## src/rtl/ram_port_b_arbiter.sv

```systemverilog
// ram_port_b_arbiter: shares dpram port B between a real-time vga reader and an aux read/write master,
// fixed priority to vga with a starvation-forced aux grant and a tag pipe routing read data back.
module ram_port_b_arbiter #(
   parameter int ADDR_WIDTH   = 16,
   parameter int DATA_WIDTH   = 16,
   parameter int READ_LATENCY = 1,
   parameter int STARVE_LIMIT = 8
) (
   input  logic                  clk,
   input  logic                  reset,
   input  logic                  req0,
   input  logic [ADDR_WIDTH-1:0] addr0,
   output logic                  gnt0,
   output logic                  rvalid0,
   input  logic                  req1,
   input  logic                  we1,
   input  logic [ADDR_WIDTH-1:0] addr1,
   input  logic [DATA_WIDTH-1:0] wdata1,
   output logic                  gnt1,
   output logic                  rvalid1,
   output logic [DATA_WIDTH-1:0] rdata,
   output logic                  mem_en,
   output logic [ADDR_WIDTH-1:0] mem_addr,
   output logic [DATA_WIDTH-1:0] mem_wdata,
   input  logic [DATA_WIDTH-1:0] mem_q
);
   localparam logic [7:0] LIMIT = 8'(STARVE_LIMIT);
   logic [7:0]              starve_q, starve_d;
   logic [READ_LATENCY-1:0] vld_q, vld_d, id_q, id_d;
   logic                    force_grant;
   assign force_grant = req1 && starve_q == LIMIT;
   always_comb begin
      gnt0      = !reset && req0 && !force_grant;
      gnt1      = !reset && req1 && (force_grant || !req0);
      mem_en    = gnt1 && we1;
      mem_addr  = gnt0 ? addr0 : gnt1 ? addr1 : '0;
      mem_wdata = gnt1 ? wdata1 : '0;
      starve_d  = (gnt1 || !req1) ? 8'd0 : (starve_q == LIMIT) ? starve_q : starve_q + 8'd1;
      // shift a new {valid,id} tag in at stage 0; the top bit is the pipe output
      vld_d     = READ_LATENCY'({vld_q, gnt0 || (gnt1 && !we1)});
      id_d      = READ_LATENCY'({id_q, gnt1});
   end
   always_ff @(posedge clk) begin
      if (reset) begin
         starve_q <= '0;
         vld_q    <= '0;
         id_q     <= '0;
      end else begin
         starve_q <= starve_d;
         vld_q    <= vld_d;
         id_q     <= id_d;
      end
   end
   assign rvalid0 = !reset && vld_q[READ_LATENCY-1] && !id_q[READ_LATENCY-1];
   assign rvalid1 = !reset && vld_q[READ_LATENCY-1] && id_q[READ_LATENCY-1];
   assign rdata   = mem_q;
endmodule

```

## config.mk

```make
export PLATFORM = sky130hd
export DESIGN_NAME = ram_port_b_arbiter
export DESIGN_NICKNAME = d
export VERILOG_FILES = /design/src/rtl/ram_port_b_arbiter.sv
export SDC_FILE = /design/constraint.sdc
export NUM_CORES = 1
export LEC_CHECK = 0
export BUFFER_PORTS_ARGS = -buffer_cell sky130_fd_sc_hd__buf_2
export CAP_MARGIN = 20
export CORE_MARGIN = 3
export CORE_UTILIZATION = 34
export DETAILED_ROUTE_END_ITERATION = 12
export GPL_ROUTABILITY_DRIVEN = 1
export MAX_ROUTING_LAYER = met4
export PLACE_DENSITY = 0.92
export SYNTH_ARGS = -nofsm -noshare
export SYNTH_HDL_FRONTEND = slang
export SYNTH_SLANG_ARGS = --single-unit
export TNS_END_PERCENT = 5
```

## constraint.sdc

```tcl
create_clock -name clk -period 4.2 [get_ports clk]
set_input_delay 0.42 -clock clk [delete_from_list [all_inputs] [get_ports clk]]
set_output_delay 0.42 -clock clk [all_outputs]
set_load 0.02 [all_outputs]
```

; After elaboration in Yosys (flattened, before gate mapping)
; Cells that the tools add are included.
[word_totals]
ff_bits = 10
wordCells = 28
[op_classes]
reduce_logical = 20
add_sub_neg = 1
n_eq_ne = 1
n_mux = 3
[op_table]
columns = cell, n
row1 = $mux W16, 3
row2 = $logic_and A1 B1 Y1, 10
row3 = $add A8 B1 Y8 const B, 1
row4 = $eq A8 B4 Y1 const B, 1
row5 = $logic_not A1 Y1, 6
row6 = $logic_or A1 B1 Y1, 3
row7 = $reduce_or A2 Y1, 1

; Depth between registers and ports, before layout
[logic_depth]
ltp_word = 6
mapped_depth = 7
ltp_nobuf = 5

; Worst setup path after synthesis
; Ideal clock, no wire load.
[synth_path]
path_type = register to output
from = register starve_q[0]
to = output mem_addr[10]
path_stages_with_launch = 8
path_slack_ns = 2.206
t_arrival_ns = 1.574
n_path_buf = 2
required_time_ns = 3.780
path_cell_list = dfxtp_1 -> inv_1 -> ha_1 -> nand4bb_2 -> o311a_1 -> buf_6 -> buf_8 -> a32o_1
[synth_via]
word_cells_on_any_way = 8
[synth_rtl]
columns = item, line_no
row1 = "start, declared", 28  ; logic [7:0] starve_q, starve_d;
row2 = "start signal, assigned", 49  ; starve_q <= starve_d;
row3 = $eq A8 B4 Y1, 31  ; assign force_grant = req1 && starve_q == LIMIT;
row4 = $logic_and A1 B1 Y1, 31
row5 = $logic_not A1 Y1, 33  ; gnt0 = !reset && req0 && !force_grant;
row6 = $logic_and A1 B1 Y1, 33
row7 = net gnt0, 13  ; output logic gnt0,
row8 = $mux W16, 36  ; mem_addr = gnt0 ? addr0 : gnt1 ? addr1 : '0;
row9 = "end, declared", 23  ; output logic [ADDR_WIDTH-1:0] mem_addr,
; The timed path passes the listed nets, and every way through them passes these cells.

; Worst setup path in the final report
[layout_path]
from = register starve_q[0]
to = output mem_addr[4]
[layout_via]
elab_chain_len = 6
word_cells_on_any_way = 8
[layout_lines]
columns = item, line_no
row1 = $eq A8 B4 Y1 *, 31
row2 = $logic_and A1 B1 Y1 *, 31
row3 = $logic_or A1 B1 Y1, 34  ; gnt1 = !reset && req1 && (force_grant || !req0);
row4 = $logic_and A1 B1 Y1, 34
row5 = $mux W16, 36
row6 = $mux W16 *, 36
; Mark *: on every way between the ends. The rest lies on a longest branch, timed or not.

==> reports/qor.yml <==
status: "completed"
via_per_inst: 5.20
max-cap-violations: 0
synth_nets: 182
required_ns: 3.78
hp-class: "input pin to flop"
cts_buffer_depth: 2
rsz0062_at_grt: "no"
arrival_ns: 2.09
clkSinkCount: 10
synth_top_area_share_pct: 21.6
row_count: 18
drc: 0
wire_per_inst_um: 14.7
post-route-min-period_ns: 2.51
die_y_um: 58.2
leakage_nw: 0.738
ant_nets: 0
hpwl_um: 2460
worstSetupPathType: "flop to output pin"
grtUsageTotal_pct: 17.4
post-route-util_pct: 51.1
hold_path_depth: 3
io_pins: 122
antenna_found_initial: 0
grt_pass1_vias: 992
drt_iter0_drc: 112
cts_setup_buffers: 0
h-tree-depth: 1
skew_ns: 0.00215
post-synth-top-area-cell: "dfxtp_1"
r2r_setup_slack_ns: 2.49
clock_latency_ns: 0.27
min_period_over_period_pct: 59.8
critPathCaptureType: "output pin"
postCtsHoldBufs: 0
avgSynthCellArea_um2: 8.34
cts_buffers: 3
first_pass_iters: 4
start_util_pct: 36.7
place.gp.congestion: 0.777
syn_inst: 111
cp-start-kind: "flop"
path_clk_slew_ns: 0.07
synth_seq_area_share_pct: 21.6
finalNetCount: 253
fmax_ghz: 0.398
synthDistinctLibCells: 28
rr_startpoint: "starve_q[0]"
grt_pass1_wl_um: 4480
worstMarginPinSlew_ns: 0.649
die_area_mm2: 0.00339
slew_violations: 0
synth_area_leaders: "dfxtp_1 (22%), a32o_1 (17%), buf_4 (14%)"
hp-start: "we1"
hold_violations: 0
crit_fanout: 18
finalSetupViolations: 0
die_x_um: 58.2
r2r_end: "vld_q"
yosysWarnings: 0
area_delta_synth_final_pct: 39.2
hold_end: "vld_q"
r2r_cells: 5
fin_setup_tns_ns: 0
vias: 1097
cts_root_buf: "clkbuf_4"
grt_max_degree: 38
diodes: 0
io_buffers: 89
overflow: 0
routed_wl_um: 3110
cts_resized: 0
cts_tree: "done"
drive_gt1_share_pct: 55.2
coreArea_mm2: 0.00252
p_per_area_mw_per_mm2: 214
ys_ff_latch: 10
syn-cell-area_um2: 926
vdd_drop_max_mv: 0.108
relSlewSlack_pct: 56.5
-- cells in the mapped netlist --
library cell / count
nor3b_1: 1
buf_8: 1
nor2b_1: 1
and2_1: 2
o21ai_0: 3
ha_1: 2
xnor2_1: 1
nor2_1: 5
and3_1: 18
o21ai_2: 1
a21o_2: 1
a32o_1: 16
nand3_1: 4
a21oi_1: 3
or3_4: 1
dlygate4sd1_1: 1
inv_1: 7
clkbuf_1: 4
buf_4: 17
xor2_1: 2
dfxtp_1: 10
nand4_1: 1
nand2_1: 1
buf_6: 2
o211ai_1: 1
or3_1: 3
o311a_1: 1
nand4bb_2: 1
-- worst max-delay path by stage --
stage	from	end	slack [ns]	depth (start not counted)
2_1_floorplan	starve_q[0]	mem_addr[10]	2.21	7
3_3_place_gp	starve_q[0]	mem_addr[4]	1.73	6
3_5_place_dp	starve_q[0]	mem_addr[4]	1.68	6
4_1_cts	starve_q[0]	mem_addr[4]	1.38	6
5_1_grt	starve_q[0]	mem_addr[4]	1.55	6
6_report	starve_q[0]	mem_addr[4]	1.69	6
-- where the power goes --
part	internal, mW	switching [mW]
Clock	0.0527	0.0343
Sequential	0.0964	0.00109
Combinational	0.0413	0.0495
Total	0.190	0.0848
-- through the flow --
stage | total power [mW] | area [um^2] | std cells | hold WS (ns) | setup WS (ns)
after floorplan | 0.172 | 926 | 111 | 0.453 | 2.21
after global placement | 0.186 | 1220 | 205 | 0.473 | 1.73
after CTS | 0.274 | 1260 | 209 | 0.418 | 1.38
final | 0.275 | 1290 | 211 | 0.421 | 1.69
after detailed placement | 0.187 | 1220 | 205 | 0.491 | 1.68
after global routing | 0.290 | 1290 | 211 | 0.431 | 1.55
-- flip-flops by register name (all words and copies together) (netlist names) --
register  cells
starve_q      8
id_q          1
vld_q         1
-- kinds of logic (layout without fill, tap and decap cells) --
| family | Yosys count | in the layout | share of synthesized area (%) |
|---|---|---|---|
| XOR/XNOR | 3 | 3 | 2.84 |
| flip-flops | 10 | 10 | 21.6 |
| buffers and inverters | 32 | 102 | 23.2 |
| adder cells (fa/ha/maj) | 2 | 2 | 2.70 |
| AO/OA/AOI/OAI | 26 | 26 | 24.3 |
| AND/OR/NAND/NOR | 38 | 38 | 25.3 |
-- per-layer routing --
metal	track usage (%)	vias to the layer above	wire (um)
met3	5.35	16	408
met1	15.4	489	1030
met2	32.6	54	1580
met5	-	-	0
li1	-	538	-
met4	8.94	0	93
-- cell usage in the layout, fill, tap and decap left out --
master,netlist,routed
a21o_2,1,1
a21oi_1,3,3
a32o_1,16,16
and2_1,2,2
and3_1,18,18
buf_2,0,89
buf_8,1,2
clkbuf_4,0,3
clkbuf_8,0,1
dfxtp_1,10,10
ha_1,2,2
inv_1,7,7
nand2_1,1,1
nand3_1,4,4
nand4_1,1,1
nand4bb_2,1,1
nor2_1,5,5
nor2b_2,0,1
nor3b_1,1,1
o211ai_1,1,1
o21ai_0,3,3
o21ai_2,1,1
o311a_1,1,1
or3_1,3,3
or3_4,1,1
xnor2_1,1,1
xor2_1,2,2
-- worst max-delay path, cell delays in order, from the launching register on --
cell and delay, ns:
dfxtp_1 0.42, inv_1 0.07, ha_1 0.21, nand4bb_2 0.12
o311a_1 0.59, a32o_1 0.24, buf_2 0.17
-- final cells by class --
class	count	area, um^2
Sequential cell	10	200
Inverter	7	26.3
Tap cell	30	37.5
Fill cell	256	1230
Clock buffer	4	36.3
Multi-Input combinational cell	69	513
Timing Repair Buffer	91	475
No activity file was read; power rests on OpenSTA's default activity.
